### src/rtl/mem_port_arbiter.sv
// Shares one data-memory port between instruction fetch (bursts) and the memory stage.
// Define MEM_PORT_ARB_BURST_EN to honour if_access_size; otherwise every fetch is one word.
module mem_port_arbiter #(
    parameter int unsigned STARVE_LIMIT = 4
) (
    input  logic        clk,
    input  logic        rst,
    input  logic        if_req,
    input  logic [31:0] if_addr,
    input  logic [1:0]  if_access_size,
    output logic        if_gnt,
    output logic        if_rvalid,
    output logic        if_last,
    input  logic        dm_req,
    input  logic [31:0] dm_addr,
    input  logic [31:0] dm_wdata,
    input  logic        dm_rnw,
    input  logic [1:0]  dm_store_size,
    output logic        dm_gnt,
    output logic        dm_rvalid,
    output logic [31:0] rd_data,
    output logic [31:0] mem_address,
    output logic [31:0] mem_data_in,
    output logic [1:0]  mem_access_size,
    output logic [1:0]  mem_store_size,
    output logic        mem_read_not_write,
    output logic        mem_enable,
    input  logic        mem_busy,
    input  logic [31:0] mem_data_out
);

    typedef enum logic [1:0] {IDLE, IF_BURST, DM_ACCESS} state_t;

    state_t     r_state, w_state_nxt;
    logic [3:0] r_starve, w_starve_nxt;
    logic       w_accept, w_if_win, w_dm_win, w_last_beat;

    assign rd_data         = mem_data_out;
    assign mem_access_size = 2'd0;
    assign w_accept        = mem_enable & ~mem_busy;

    // Fetch only beats the memory stage once it has been passed over STARVE_LIMIT times.
    assign w_if_win = (r_state == IDLE) && if_req && (!dm_req || r_starve == 4'(STARVE_LIMIT));
    assign w_dm_win = (r_state == IDLE) && dm_req && !w_if_win;

`ifdef MEM_PORT_ARB_BURST_EN
    logic [3:0] r_beat, r_len, w_len;
    assign w_last_beat = (r_beat == r_len);
    always_comb begin
        w_len = 4'd0;
        case (if_access_size)
            2'd1:    w_len = 4'd3;
            2'd2:    w_len = 4'd7;
            2'd3:    w_len = 4'd15;
            default: w_len = 4'd0;
        endcase
    end
`else
    logic [1:0] w_unused_size;
    assign w_unused_size = if_access_size;
    assign w_last_beat   = 1'b1;
`endif

    always_comb begin
        w_state_nxt  = r_state;
        w_starve_nxt = r_starve;
        case (r_state)
            IDLE: begin
                if (w_if_win)      w_state_nxt = IF_BURST;
                else if (w_dm_win) w_state_nxt = DM_ACCESS;
                if (w_if_win || !if_req)           w_starve_nxt = 4'd0;
                else if (w_dm_win && r_starve != 4'hF) w_starve_nxt = r_starve + 4'd1;
            end
            IF_BURST:  if (w_accept && w_last_beat) w_state_nxt = IDLE;
            DM_ACCESS: if (w_accept)                w_state_nxt = IDLE;
            default:   w_state_nxt = IDLE;
        endcase
    end

    always_ff @(posedge clk or negedge rst) begin
        if (!rst) begin
            r_state            <= IDLE;
            r_starve           <= 4'd0;
            if_gnt             <= 1'b0;
            dm_gnt             <= 1'b0;
            if_rvalid          <= 1'b0;
            if_last            <= 1'b0;
            dm_rvalid          <= 1'b0;
            mem_enable         <= 1'b0;
            mem_address        <= 32'd0;
            mem_data_in        <= 32'd0;
            mem_store_size     <= 2'd0;
            mem_read_not_write <= 1'b0;
`ifdef MEM_PORT_ARB_BURST_EN
            r_beat             <= 4'd0;
            r_len              <= 4'd0;
`endif
        end else begin
            r_state   <= w_state_nxt;
            r_starve  <= w_starve_nxt;
            if_gnt    <= w_if_win;
            dm_gnt    <= w_dm_win;
            if_rvalid <= (r_state == IF_BURST) && w_accept;
            if_last   <= (r_state == IF_BURST) && w_accept && w_last_beat;
            dm_rvalid <= (r_state == DM_ACCESS) && w_accept && mem_read_not_write;
            case (r_state)
                IDLE: begin
                    if (w_if_win) begin
                        mem_enable         <= 1'b1;
                        mem_address        <= if_addr;
                        mem_data_in        <= 32'd0;
                        mem_store_size     <= 2'd0;
                        mem_read_not_write <= 1'b1;
`ifdef MEM_PORT_ARB_BURST_EN
                        r_beat             <= 4'd0;
                        r_len              <= w_len;
`endif
                    end else if (w_dm_win) begin
                        mem_enable         <= 1'b1;
                        mem_address        <= dm_addr;
                        mem_data_in        <= dm_wdata;
                        mem_store_size     <= dm_store_size;
                        mem_read_not_write <= dm_rnw;
                    end
                end
                IF_BURST: begin
                    if (w_accept) begin
                        if (w_last_beat) begin
                            mem_enable         <= 1'b0;
                            mem_address        <= 32'd0;
                            mem_read_not_write <= 1'b0;
`ifdef MEM_PORT_ARB_BURST_EN
                            r_beat             <= 4'd0;
`endif
                        end else begin
                            // Address register tracks base + 4*beat_cnt.
                            mem_address <= mem_address + 32'd4;
`ifdef MEM_PORT_ARB_BURST_EN
                            r_beat      <= r_beat + 4'd1;
`endif
                        end
                    end
                end
                DM_ACCESS: begin
                    if (w_accept) begin
                        mem_enable         <= 1'b0;
                        mem_address        <= 32'd0;
                        mem_data_in        <= 32'd0;
                        mem_store_size     <= 2'd0;
                        mem_read_not_write <= 1'b0;
                    end
                end
                default: ;
            endcase
        end
    end

endmodule
### config.mk
export PLATFORM = sky130hd
export DESIGN_NAME = mem_port_arbiter
export DESIGN_NICKNAME = d
export VERILOG_FILES = /design/src/rtl/mem_port_arbiter.sv
export SDC_FILE = /design/constraint.sdc
export NUM_CORES = 1
export LEC_CHECK = 0
export CORE_ASPECT_RATIO = 0.7
export CORE_MARGIN = 8
export CORE_UTILIZATION = 36
export CTS_CLUSTER_SIZE = 25
export DETAILED_ROUTE_END_ITERATION = 12
export GPL_ROUTABILITY_DRIVEN = 0
export PLACE_DENSITY = 0.81
export SYNTH_ARGS = -nofsm -noshare
export SYNTH_HDL_FRONTEND = slang
export SYNTH_SLANG_ARGS = --single-unit
### constraint.sdc
create_clock -name clk -period 3.15 [get_ports clk]
set_clock_uncertainty 0.15 [all_clocks]
set_input_delay 0.945 -clock clk [delete_from_list [all_inputs] [get_ports clk]]
set_output_delay 0.945 -clock clk [all_outputs]
set_load 0.01 [all_outputs]
; ---- Yosys cells after proc, flatten, opt, wreduce, memory -nomap -nowiden
; Cells that the tools add are included.
[totals]
regBits = 78
inputBits = 138
word_cells = 66
[classes]
n_addsub = 1
eq_ne = 7
muxes = 23
bitwise_logic = 2
reduce_logical = 22
[ops]
columns = cell, count
row1 = $mux 32, 5
row2 = $pmux 32 s2, 2
row3 = $mux 2, 5
row4 = $logic_and 1x1->1, 8
row5 = $mux 4, 2
row6 = $pmux 2 s2, 2
row7 = $reduce_and 3->1, 2
row8 = $reduce_bool 2->1, 3
row9 = $mux 1, 5
row10 = $add 4x1->4 const B, 1
row11 = $eq 4x3->1 const B, 1
row12 = $ne 4x4->1 const B, 1
row13 = $pmux 1 s2, 2
row14 = $reduce_and 2->1, 2
row15 = $logic_not 1->1, 3
row16 = $ne 3x3->1 const B, 1
row17 = $eq 2x1->1 const B, 1
row18 = $eq 2x2->1 const B, 1
row19 = $logic_not 2->1, 1
row20 = $logic_or 1x1->1, 2
row21 = $ne 2x1->1 const B, 1
row22 = $ne 2x2->1 const B, 1
row23 = $reduce_or 2->1, 1
row24 = $and 1x1->1, 1
row25 = $not 1->1, 1

; ---- Longest topological paths before layout
; Gate-level depths: netlist (run 1).
[logic_depth]
word_depth = 8
ltp_mapped = 8
ltp_nobuf = 5

; ---- Least setup slack after synthesis (run 1)
; No wires, ideal clock.
[synth_path]
path_type = input to register
from = input port dm_req
to = register mem_address[22]
t_arrival_ns = 1.984
t_required_ns = 2.874
slack_ns = 0.890
cell_stages = 5
path_buffers = 2
path_cell_list = buf_2 nor3b_4 a211o_4 buf_6 a221o_1
[synth_via]
elab_chain_cells = 7
[synth_rtl]
columns = item, line
row1 = start: declaration, 14  ; input logic dm_req,
row2 = $logic_not 1->1, 43  ; assign w_if_win = (r_state == IDLE) && if_req && (!dm_req || r_starve == 4'(STARVE_LIMIT));
row3 = $logic_or 1x1->1, 43
row4 = $logic_and 1x1->1, 43
row5 = $logic_not 1->1, 44  ; assign w_dm_win = (r_state == IDLE) && dm_req && !w_if_win;
row6 = $logic_and 1x1->1, 44
row7 = $ne 3x3->1 (no source line), -
row8 = $reduce_and 3->1 (no source line), -
row9 = end signal: assignment, 110  ; mem_address <= if_addr;
row10 = end signal: assignment, 120  ; mem_address <= dm_addr;
row11 = end signal: assignment, 137  ; mem_address <= mem_address + 32'd4;
row12 = end: declaration, 22  ; output logic [31:0] mem_address,
; Several ways; a longest one is shown, not always the timed one.
; A chain may end at the register's enable or synchronous reset.

; ---- Worst setup path in the final report (run 1)
[layout_path]
from = input port if_req
to = register mem_address[6]
[layout_via]
elab_chain_cells = 6
[layout_rtl]
columns = item, line
row1 = start: declaration, 8  ; input logic if_req,
row2 = $logic_and 1x1->1 * (2 in a row), 43
row3 = $logic_not 1->1, 44
row4 = $logic_and 1x1->1, 44
row5 = $ne 3x3->1 (no source line), -
row6 = $reduce_and 3->1 (no source line), -
; Every way passes the cells marked *; elsewhere a longest branch is shown, timed or not.

==> impl_metrics.env, run 1 <==
export IMPL_outcome="completed"
export IMPL_cp_max_fo=22
export IMPL_ir_worst_vdd_mv=0.367
export IMPL_p_per_area_nw_per_um2=916
export IMPL_critPathCaptureType="register"
export IMPL_grt_start_max_net_pins=79
export IMPL_fp_dieW_um=141
export IMPL_overflow=0
export IMPL_syn_avg_cell_area_sq_um=11.6
export IMPL_cts_made_buffers=9
export IMPL_ant_nets=0
export IMPL_path_buf_inv=2
export IMPL_synth_ff_type="dfrtp_1"
export IMPL_clock_latency_ns=0.33
export IMPL_startpoint_type="input port"
export IMPL_dr_pass1_iters=5
export IMPL_synth_distinct_cells=44
export IMPL_n_antenna_cell=0
export IMPL_cts_sinks=78
export IMPL_cap_violations=0
export IMPL_groute_usage_overall_pct=16.3
export IMPL_vias_per_cell=5.37
export IMPL_h_tree_depth=3
export IMPL_crit_chain="clkdlybuf4s50_1 > a311oi_4 > buf_4 > a221o_1"
export IMPL_ys_top_cells_by_area="dfrtp_1 50%, a221o_1 8.2%, a22o_1 7.6%, buf_4 6.7%, a211oi_1 6.3%"
export IMPL_cts_setup_buffers=0
export IMPL_tritoncts="built"
export IMPL_netlist_instances=336
export IMPL_whs_path_depth=1
export IMPL_tightestPinTransition_ns=0.965
export IMPL_maxSlewHeadroom_pct=35.6
export IMPL_synth_common_cells="78 x dfrtp_1, 39 x inv_1, 35 x buf_4"
export IMPL_critPathRequiredTime_ns=3.27
export IMPL_core_sq_um=10800
export IMPL_ctsHoldBuffers=0
export IMPL_dpl_hpwl_um=8910
export IMPL_initial_core_util_pct=36.2
export IMPL_fin_setup_tns_ns=0
export IMPL_cts_root_buffer="clkbuf_16"
export IMPL_power_frac_clock_pct=20.9
export IMPL_maxSlewViolCount=0
export IMPL_ys_seq_area_share_pct=49.9
export IMPL_clk_pin_slew_ns=0.06
export IMPL_io_pins=245
export IMPL_areaGrowthSynthToFinish_pct=48.2
export IMPL_hold_end="mem_data_in[15]$_DFFE_PN0P_"
export IMPL_yosysWarnings=0
export IMPL_vias=3276
export IMPL_grt_pass1_wl_um=18400
export IMPL_fmax_mhz=386
export IMPL_setup_ws_ns=0.561
export IMPL_synthMostInstantiatedCell="dfrtp_1"
export IMPL_setup_viol=0
export IMPL_yosysTopAreaCellShare_pct=49.9
export IMPL_synthesis_area_sq_um=3910
export IMPL_rr_endpoint="mem_address[6]$_DFFE_PN0P_"
export IMPL_crit_type="in -> reg"
export IMPL_wirelength_um=11900
export IMPL_fin_crit_ns=2.59
export IMPL_rsz0062_at_grt="false"
export IMPL_grt_pass1_vias=3398
export IMPL_switchingPower_mw=1.81
export IMPL_portBuffers=176
export IMPL_cts_resized=0
export IMPL_drc=0
export IMPL_fin_crit_sh_pct=82.2
export IMPL_critPathArrivalTime_ns=2.71
export IMPL_p_int_mw=3.50
export IMPL_yosys_area_top_type="dfrtp_1"
export IMPL_synth_edf_count=0
export IMPL_clock_path_buffers=2
export IMPL_hold_path_class="reg -> reg"
export IMPL_die_area_sq_um=14500
export IMPL_cp_slowest_cell="a311oi_4"
export IMPL_crit_family="buffers and inverters"
export IMPL_r2r_slack_ns=0.63
export IMPL_dp_worst_setup_slack_ns=0.169
export IMPL_drt_initial_drc_count=163
export IMPL_dieHeight_um=103
export IMPL_final_nets=613
export IMPL_reg2reg_depth=6
export IMPL_async_reset_ff_share_pct=100
export IMPL_drive_above_1_share_pct=7.59
export IMPL_seqPwrFrac_pct=31.1
export IMPL_n_fill_cell=900
export IMPL_ys_ff_latch=78
export IMPL_wl_per_cell_um=19.5
export IMPL_hold_violations=0
export IMPL_rows=32
export IMPL_p_sw_share_pct=34.1
export IMPL_holdCritStartpoint="mem_data_in[15]$_DFFE_PN0P_"
export IMPL_pwr_share_comb_pct=48.0
export IMPL_p_leak_nw=2.52
export IMPL_slowest_delay_ns=0.62
export IMPL_r2r_start="r_state[0]$_DFFE_PN0P_"
export IMPL_antenna_found_initial=0
## power groups by stage
| stage | sequential, mW | combinational, mW | clock, mW |
|---|---|---|---|
| floorplan | 1.81 | 1.34 | 0 |
| global placement | 1.64 | 2.50 | 0 |
| detailed placement | 1.66 | 2.58 | 0 |
| CTS | 1.65 | 2.59 | 1.14 |
| global route | 1.70 | 2.75 | 1.19 |
| finish | 1.65 | 2.55 | 1.11 |
## metrics by stage
step                      power [mW]  utilization [%]  instances  hold slack [ns]  area [sq um]
final                           5.31             53.6        610            0.354          5800
after global routing            5.65             53.6        610            0.366          5800
after CTS                       5.38             53.6        610            0.359          5800
after detailed placement        4.24             50.6        594            0.341          5470
after global placement          4.15             50.6        594            0.336          5470
after floorplan                 3.16                -        337            0.392          3920
## sequential cells by signal, indices dropped and copies added (netlist names)
| signal | count |
|---|---|
| if_last | 1 |
| mem_store_size | 2 |
| mem_data_in | 32 |
| dm_gnt | 1 |
| r_state | 2 |
| mem_read_not_write | 1 |
| mem_enable | 1 |
| r_starve | 4 |
| dm_rvalid | 1 |
| mem_address | 32 |
| if_gnt | 1 |
## cell usage in the layout, fill, tap and decap left out, types with 2 or more instances in the layout
| cell | count |
|---|---|
| nor2b_1 | 3 |
| o22ai_1 | 3 |
| a21oi_1 | 4 |
| a22o_1 | 34 |
| a221o_1 | 32 |
| and3_1 | 3 |
| ha_1 | 6 |
| a211oi_1 | 33 |
| buf_4 | 6 |
| conb_1 | 2 |
| and4b_1 | 2 |
| inv_1 | 39 |
| buf_12 | 3 |
| bufinv_16 | 2 |
| o21ai_0 | 3 |
| dfrtp_1 | 78 |
| clkbuf_16 | 9 |
| a41o_1 | 2 |
| nand2_1 | 5 |
| clkdlybuf4s50_1 | 174 |
## layout make-up
| cell class | instances | area (sq um) | share of cell area (%) |
|---|---|---|---|
| clock buffer | 10 | 229 | 3.95 |
| clock inverter | 6 | 92.6 | 1.60 |
| inverter | 39 | 146 | 2.53 |
| multi-input combinational | 157 | 1350 | 23.4 |
| sequential | 78 | 1950 | 33.7 |
| tap | 136 | 170 | 2.94 |
| timing repair buffer | 184 | 1850 | 32.0 |
## routing by layer
metal	GRT usage (%)	up-vias	wire length, um
met5	0	-	0
met4	4.93	0	136
met3	9.77	13	1500
met2	24.7	179	5110
met1	19.0	1604	5140
li1	-	1480	-
## logic make-up after synthesis
kind of cell | Yosys count | synth area share, %
other | 1 | 0.0959
buffers and inverters | 102 | 15.6
multiplexers | 1 | 0.288
flip-flops | 78 | 49.9
adder cells (fa/ha/maj) | 6 | 1.92
AO/OA/AOI/OAI | 121 | 27.2
AND/OR/NAND/NOR | 27 | 5.05
## worst reg2reg max path, cell delays in order, from the launching register on
cell      delay [ns]
dfrtp_1         0.38
inv_1           0.09
ha_1            0.41
or2_1           0.31
a311oi_4        0.53
buf_4           0.38
a221o_1         0.21
## how the worst max path moves through the flow
stage | startpoint | end | slack, ns | cells after the start
5_1_grt | r_state[0]$_DFFE_PN0P_ | mem_address[8]$_DFFE_PN0P_ | 0.42 | 6
2_1_floorplan | dm_req | mem_address[22]$_DFFE_PN0P_ | 0.89 | 5
3_3_place_gp | if_req | mem_address[1]$_DFFE_PN0P_ | 0.23 | 4
6_report | if_req | mem_address[6]$_DFFE_PN0P_ | 0.56 | 4
3_5_place_dp | if_req | mem_address[6]$_DFFE_PN0P_ | 0.17 | 4
4_1_cts | if_req | mem_address[6]$_DFFE_PN0P_ | 0.53 | 4
(Power assumes the default switching activity.)
==> run 2, diff against run 1 <==
==> constraint.sdc (replaced) <==
create_clock -name clk -period 2.55 [get_ports clk]
set_clock_uncertainty 0.15 [all_clocks]
set_input_delay 0.765 -clock clk [delete_from_list [all_inputs] [get_ports clk]]
set_output_delay 0.765 -clock clk [all_outputs]
set_load 0.01 [all_outputs]
==> run 2 against run 1 <==
  * Clock-buffer cell count is 1 lower
  * Critical path depth increased by 2
  * Setup slack got worse by 0.31 ns
  * First-iteration DRC count fell by 25%
  * Sequential power up 24%
  * Non-clock buffer count grew 8
  * Clock power grew 20%
  * Global-route usage shrank 0.12 points
==> impl_metrics.env, run 2 (synthesized netlist as in run 1, its figures left out) <==
export IMPL_outcome="completed"
export IMPL_h_tree_depth=3
export IMPL_dp_worst_setup_slack_ns=-0.0685
export IMPL_dr_pass1_iters=4
export IMPL_cp_slowest_cell="clkdlybuf4s50_1"
export IMPL_clock_path_buffers=2
export IMPL_critPathArrivalTime_ns=2.40
export IMPL_drc=0
export IMPL_fp_dieW_um=141
export IMPL_crit_chain="clkdlybuf4s50_1 > buf_4 > nand4bb_1 > buf_12 > a211oi_1 > a221o_1"
export IMPL_cts_resized=0
export IMPL_overflow=0
export IMPL_slowest_delay_ns=0.53
export IMPL_antenna_found_initial=1
export IMPL_n_antenna_cell=0
export IMPL_ir_worst_vdd_mv=0.490
export IMPL_grt_pass1_vias=3457
export IMPL_setup_ws_ns=0.256
export IMPL_wirelength_um=11900
export IMPL_crit_family="buffers and inverters"
export IMPL_reg_largest_list="mem_address: 32 flops, mem_data_in: 32 flops, r_starve: 4 flops"
export IMPL_dieHeight_um=103
export IMPL_tritoncts="built"
export IMPL_cap_violations=0
export IMPL_hold_path_class="in -> async"
export IMPL_io_pins=245
export IMPL_die_area_sq_um=14500
export IMPL_ctsHoldBuffers=0
export IMPL_vias_per_cell=5.31
export IMPL_critPathRequiredTime_ns=2.66
export IMPL_portBuffers=176
export IMPL_dpl_hpwl_um=9090
export IMPL_rsz0062_at_grt="false"
export IMPL_p_leak_nw=2.56
export IMPL_fin_crit_sh_pct=90.0
export IMPL_rows=32
export IMPL_final_common_cell="clkdlybuf4s50_1"
export IMPL_clk_pin_slew_ns=0.06
export IMPL_clock_latency_ns=0.32
export IMPL_crit_type="in -> reg"
export IMPL_hold_violations=0
export IMPL_r2r_slack_ns=0.30
export IMPL_cts_sinks=78
export IMPL_final_nets=621
export IMPL_wl_per_cell_um=19.3
export IMPL_fin_setup_tns_ns=0
export IMPL_drt_initial_drc_count=122
export IMPL_grt_start_max_net_pins=44
export IMPL_timing_hold_ws_ns=0.243
export IMPL_startpoint_type="input port"
export IMPL_fin_util_pct=54.3
export IMPL_vias=3279
export IMPL_critPathCaptureType="register"
export IMPL_final_cell_mix="174 x clkdlybuf4s50_1, 78 x dfrtp_1, 39 x inv_1, 34 x a22o_1, 33 x a211oi_1"
export IMPL_areaGrowthSynthToFinish_pct=50.1
export IMPL_drive_above_1_share_pct=9.15
export IMPL_cp_max_fo=28
export IMPL_fmax_mhz=436
export IMPL_path_buf_inv=3
export IMPL_core_sq_um=10800
export IMPL_grt_pass1_wl_um=18500
export IMPL_cts_root_buffer="clkbuf_16"
export IMPL_maxSlewViolCount=0
export IMPL_groute_usage_overall_pct=16.1
export IMPL_initial_core_util_pct=36.2
export IMPL_setup_viol=0
export IMPL_cts_setup_buffers=0
export IMPL_ant_nets=0
export IMPL_fin_crit_ns=2.29
export IMPL_cts_made_buffers=9
export IMPL_p_per_area_nw_per_um2=1130
==> run 2: changes by cell type in the layout (fill, tap and decap cells not counted), sizes merged <==
cell / delta
buf: +8
inv: -2
clkbuf: -1
clkinv: +3
clkinvlp: -1
==> run 2: cell type report <==
class / count / area [sq um]
fillers: 926 / 4940
well taps: 136 / 170
repair buffers: 192 / 1940
flip-flops and latches: 78 / 1950
inverters: 39 / 146
multi-input cells: 157 / 1350
clock buffers: 9 / 225
clock inverters: 6 / 87.6
==> run 2: worst reg2reg max path, cell delays in order, from the launching register on <==
cell and delay [ns]:
dfrtp_1 0.40, inv_1 0.12, ha_1 0.33, buf_4 0.23, nor2b_1 0.27, a311oi_4 0.11
buf_4 0.21, a221o_1 0.31
==> run 2: per-stage QoR <==
step / cells / area (sq um) / power, mW
2_1_floorplan: 337 / 3920 / 3.90
3_3_place_gp: 602 / 5560 / 5.24
3_5_place_dp: 602 / 5560 / 5.35
4_1_cts: 617 / 5870 / 6.72
5_1_grt: 617 / 5870 / 7.07
6_report: 617 / 5870 / 6.64
==> run 2: where the power goes <==
group	internal, mW	leakage, nW	switching [mW]
logic	1.80	1.41	1.47
clock network	0.851	0.155	0.479
registers	1.75	0.997	0.294
==> run 2: layer usage <==
| metal | global-route usage (%) | up-vias | wire [um] |
|---|---|---|---|
| met5 | 0 | - | 8 |
| met4 | 3.21 | 2 | 73 |
| met3 | 8.53 | 9 | 1410 |
| met2 | 24.5 | 174 | 5060 |
| met1 | 20.2 | 1602 | 5380 |
| li1 | - | 1492 | - |
==> run 2: final timing paths <==
check / depth (start not counted) / endpoint / start
setup / recovery: 6 / mem_address[12]$_DFFE_PN0P_ / if_req
hold / removal: 1 / mem_data_in[23]$_DFFE_PN0P_ / rst
setup reg to reg: 7 / mem_address[22]$_DFFE_PN0P_ / r_state[0]$_DFFE_PN0P_
hold reg to reg: 1 / mem_data_in[18]$_DFFE_PN0P_ / mem_data_in[18]$_DFFE_PN0P_
max in group asynchronous: 2 / mem_data_in[3]$_DFFE_PN0P_ / rst
min in group clk: 1 / mem_data_in[18]$_DFFE_PN0P_ / mem_data_in[18]$_DFFE_PN0P_
